[src/rtl/phase_pkg.sv]
// Shared definitions for the bitstream phase stage.
package phase_pkg;

  localparam int unsigned PHASE_KW = 2;

  typedef logic [PHASE_KW-1:0] phase_k_t;

endpackage

[src/rtl/phase_rotr_comb.sv]
// Combinational right rotator: out_bits[i] = in_bits[(i + k) mod BITSTREAM].
module phase_rotr_comb
  import phase_pkg::*;
#(
  parameter int unsigned BITSTREAM = 64
) (
  input  phase_k_t               k,
  input  logic [BITSTREAM-1:0]   in_bits,
  output logic [BITSTREAM-1:0]   out_bits
);

  // One 4:1 mux per output bit; tap indices wrap at elaboration time.
  for (genvar i = 0; i < BITSTREAM; i++) begin : g_bit
    logic [3:0] taps;

    assign taps = {in_bits[(i + 3) % BITSTREAM],
                   in_bits[(i + 2) % BITSTREAM],
                   in_bits[(i + 1) % BITSTREAM],
                   in_bits[i]};

    assign out_bits[i] = taps[k];
  end

endmodule

[src/rtl/phase_rotator_2b.sv]
// Registered 2-bit phase rotator: rotates in_bits right by k, result one clock later.
module phase_rotator_2b
  import phase_pkg::*;
#(
  parameter int unsigned BITSTREAM = 64
) (
  input  logic                   clk,
  input  logic                   rst,
  input  logic                   in_valid,
  input  logic [PHASE_KW-1:0]    k,
  input  logic [BITSTREAM-1:0]   in_bits,
  output logic                   out_valid,
  output logic [BITSTREAM-1:0]   out_bits
);

  logic [BITSTREAM-1:0] rot_bits;

  phase_rotr_comb #(
    .BITSTREAM (BITSTREAM)
  ) u_rotr (
    .k        (phase_k_t'(k)),
    .in_bits  (in_bits),
    .out_bits (rot_bits)
  );

  // Data only loads on valid so don't-care inputs never reach the register.
  always_ff @(posedge clk) begin
    if (rst) begin
      out_valid <= 1'b0;
      out_bits  <= '0;
    end else begin
      out_valid <= in_valid;
      if (in_valid) begin
        out_bits <= rot_bits;
      end
    end
  end

endmodule

[config.mk]
export PLATFORM = sky130hd
export DESIGN_NAME = phase_rotator_2b
export DESIGN_NICKNAME = d
export VERILOG_FILES = /design/src/rtl/phase_pkg.sv /design/src/rtl/phase_rotr_comb.sv /design/src/rtl/phase_rotator_2b.sv
export SDC_FILE = /design/constraint.sdc
export NUM_CORES = 1
export LEC_CHECK = 0
export ABC_AREA = 1
export CAP_MARGIN = 10
export CELL_PAD_IN_SITES_DETAIL_PLACEMENT = 0
export CELL_PAD_IN_SITES_GLOBAL_PLACEMENT = 1
export CORE_MARGIN = 2
export CORE_UTILIZATION = 32
export DETAILED_ROUTE_END_ITERATION = 8
export PLACE_DENSITY_LB_ADDON = 0.1
export SETUP_SLACK_MARGIN = 0.02
export SLEW_MARGIN = 20
export SYNTH_ARGS = -nofsm -noshare
export SYNTH_HDL_FRONTEND = slang
export SYNTH_SLANG_ARGS = --single-unit
[constraint.sdc]
create_clock -name clk -period 1 [get_ports clk]
set_input_delay 0.15 -clock clk [delete_from_list [all_inputs] [get_ports clk]]
set_output_delay 0.15 -clock clk [all_outputs]
set_load 0.01 [all_outputs]
==> metrics.cfg <==
[worst_setup_path]
worst_path_maximum_fanout = 2
timing.critical_path.slowest_cell_delay_ps = 340
worstReg2RegStart = out_bits[33]
critical_path.n_buffers_inverters = 1
critical_path.top_delay_family = flip-flops
path_class = flop to primary output
cp_endpoint_kind = primary output
worst_ep_arrival_time_ps = 810
timing.critical_path.cells = buf_2
setup.worst_path.start_class = flop
r2r_end = out_bits[33]
worstRegToRegCells = 4
cell_with_the_biggest_individual_delay_on_the_critical_path = sky130_fd_sc_hd__dfxtp_2
rrSetupSlack_ps = 340
cp_data_required_time_ps = 850

[routing]
drc_errors = 0
detailroute.via_count = 4817
drt-pass1-iter-count = 5
vias_per_cell = 4.57
wl_um = 12600
wl_per_cell_um = 12.0
initialDrtViolationCount = 386
post_drt_antenna_nets = 0

[floorplan]
die_h_um = 123
pin_count = 134
floorplan.rows = 43
fp.dieArea_sq_um = 15100
core_area_sq_um = 13900
start_util_pct = 32.7
fp.dieW_um = 123

[global_routing]
antenna_found_initial = 0
wire_length_of_the_first_global_routing_pass_um = 20400
vias_in_the_first_global_route = 4379
grt_overflow = 0
grt_start_max_net_pins = 45
global_route.usage.total_pct = 17.0

[synthesis]
synth.area.mux_share_pct = 0
synth_xor_area_share_pct = 0
synth_simple_gate_area_share_pct = 47.8
mappedNetlistArea_sq_um = 4530
synth_fa_ha_area_share_pct = 0
syn-mean-instance-area_sq_um = 6.00
synth_compound_gate_area_share_pct = 0
synth_warnings = 0
main_combinational_cell_family_by_area_after_synthesis = simple AND/OR/NAND/NOR gates
yosys_register_bits = 65
synth.net_count = 825
synth_seq_area_share_pct = 28.7
synthesis.instances = 756
synth_cell_type_count = 13

[pwr]
netSwitchingPower_uw = 2320
internal_power_uw = 5730
leakage_uw = 0.00333
clock_power_share_pct = 40.0
p_sw_share_pct = 28.8
power-per-cell-area_nw_per_um2 = 1380
power.ir.vdd_worst_uv = 698
combinationalPowerShare_pct = 23.7
share_seq_of_total_power_pct = 36.4

[timing]
finalCritPeriodShare_pct = 96.2
final-hold-violation-count = 0
timing.fmax_mhz = 1040
grt_setup_unrepaired = false
fin_worst_hold_slack_ps = 230
total_negative_setup_slack_ps = 0
setup_viol_count_final = 0
period_needed_ps = 962
worst_slew_slack_as_a_fraction_of_its_limit_pct = 82.8
clock_skew_ps = 0
finalMaxSlewViolations = 0
worst_pin_slew_ps = 257

[clock_network]
tritoncts = built
cts_buffers = 9
post_cts_buffers = 0
cts.hold.buffers_added = 0
clock_tree.buffer_depth = 2
numClockSinks = 65
ctsHtreeMaxLevel = 3
cts_root_buf = sky130_fd_sc_hd__clkbuf_16
clock_pin_slew_on_the_worst_setup_and_hold_paths_ps = 60
latest_clock_arrival_within_the_worst_skew_pair_ps = 340

[layout]
fin_area_sq_um = 5810
insertedDiodeCount = 0
final_layout_size_suffix_gt1_share_pct = 15.6
syn2layout_area_growth_pct = 28.2
num-nets-final = 938

[min_path]
hold_class = input port to flop
hold_path.startpoint = rst
holdPathStages = 3
holdPathEnd = out_valid

[placement]
placed_cell_area_sq_um = 5740
place_hpwl_um = 8860
place.gp.congestion = 0.760
port-buffer-count = 133

[run_status]
status = completed

[run]
maxCapViolCount = 0

## worst max-delay path by stage
stage,from,endpoint,slack (ps),depth (start not counted)
2_1_floorplan,k[0],out_bits[44],170,7
5_1_grt,out_bits[5],out_bits[5],20,1
6_report,out_bits[5],out_bits[5],40,1
3_5_place_dp,in_bits[50],out_bits[47],-120,7
4_1_cts,out_bits[1],out_bits[1],2,1
3_3_place_gp,in_bits[50],out_bits[47],-110,7
## cell type report
class / count / area, sq um
clock inverter: 3 / 40.0
clock buffer: 12 / 256
timing repair buffer: 149 / 1280
tap: 180 / 225
fill: 1534 / 8070
multi-input combinational: 513 / 2170
inverter: 131 / 492
sequential: 65 / 1350
## worst reg2reg max path: cells and delay by family (launching register included)
kind / cells / cell delay, ps
flops: 1 / 330
simple gates: 3 / 190
buf+inv: 1 / 30
## synth_stat cells
master                           number  share of area (%)
sky130_fd_sc_hd__buf_8                6                2.0
sky130_fd_sc_hd__inv_1              129                 11
sky130_fd_sc_hd__buf_2                3               0.33
sky130_fd_sc_hd__clkbuf_8            25                7.6
sky130_fd_sc_hd__buf_4                6               0.99
sky130_fd_sc_hd__inv_2                2               0.17
sky130_fd_sc_hd__nand2_1            192                 16
sky130_fd_sc_hd__buf_6                3               0.75
sky130_fd_sc_hd__dlygate4sd1_1        1               0.19
sky130_fd_sc_hd__nand3_1            192                 21
sky130_fd_sc_hd__dlymetal6s2s_1       3               0.83
sky130_fd_sc_hd__dfxtp_1             65                 29
sky130_fd_sc_hd__nor2_1             129                 11
## per-stage QoR
step	utilization [%]	cells	setup slack (ps)	total power, uW
3_3_place_gp	41.4	1038	-113	5030
2_1_floorplan	-	756	173	4210
5_1_grt	41.9	1053	19.7	8530
4_1_cts	41.4	1053	2.03	8140
6_report	41.9	1053	38.3	8040
3_5_place_dp	41.4	1038	-117	5030
## flip-flops by register name (all words and copies together), names as in the netlist
| signal | cells |
|---|---|
| out_bits | 64 |
| out_valid | 1 |
## power by group through the flow
stage / Sequential, uW / Combinational [uW] / Clock (uW)
floorplan: 3040 / 1170 / 0
global placement: 2960 / 2070 / 0
detailed placement: 2960 / 2070 / 0
CTS: 2910 / 1900 / 3330
global route: 2950 / 2160 / 3430
finish: 2920 / 1900 / 3210
## placed cells by master (no fill, tap or decap), drive strengths merged
| cell | count |
|---|---|
| buf | 85 |
| nand3 | 192 |
| inv | 131 |
| dfxtp | 65 |
| nand2 | 192 |
| clkdlybuf4s50 | 64 |
| clkinv | 2 |
| nor2 | 129 |
| clkbuf | 12 |
| bufinv | 1 |
## what timing repair did
item                                    in CTS  in global routing
resized for setup                          276                 30
endpoints found under the setup margin      65                 27
hold endpoints to repair                     0                  0
## layer usage
layer,global-route usage [%],vias up,routed length (um)
li1,-,2532,-
met1,22.0,2116,5850
met2,27.4,154,5680
met3,3.51,15,878
met4,7.39,0,219
met5,0,-,0
## logic make-up after synthesis
kind of cell	Yosys count
buffers and inverters	178
flip-flops	65
AND/OR/NAND/NOR	513
No activity file was read; power rests on OpenSTA's default activity.
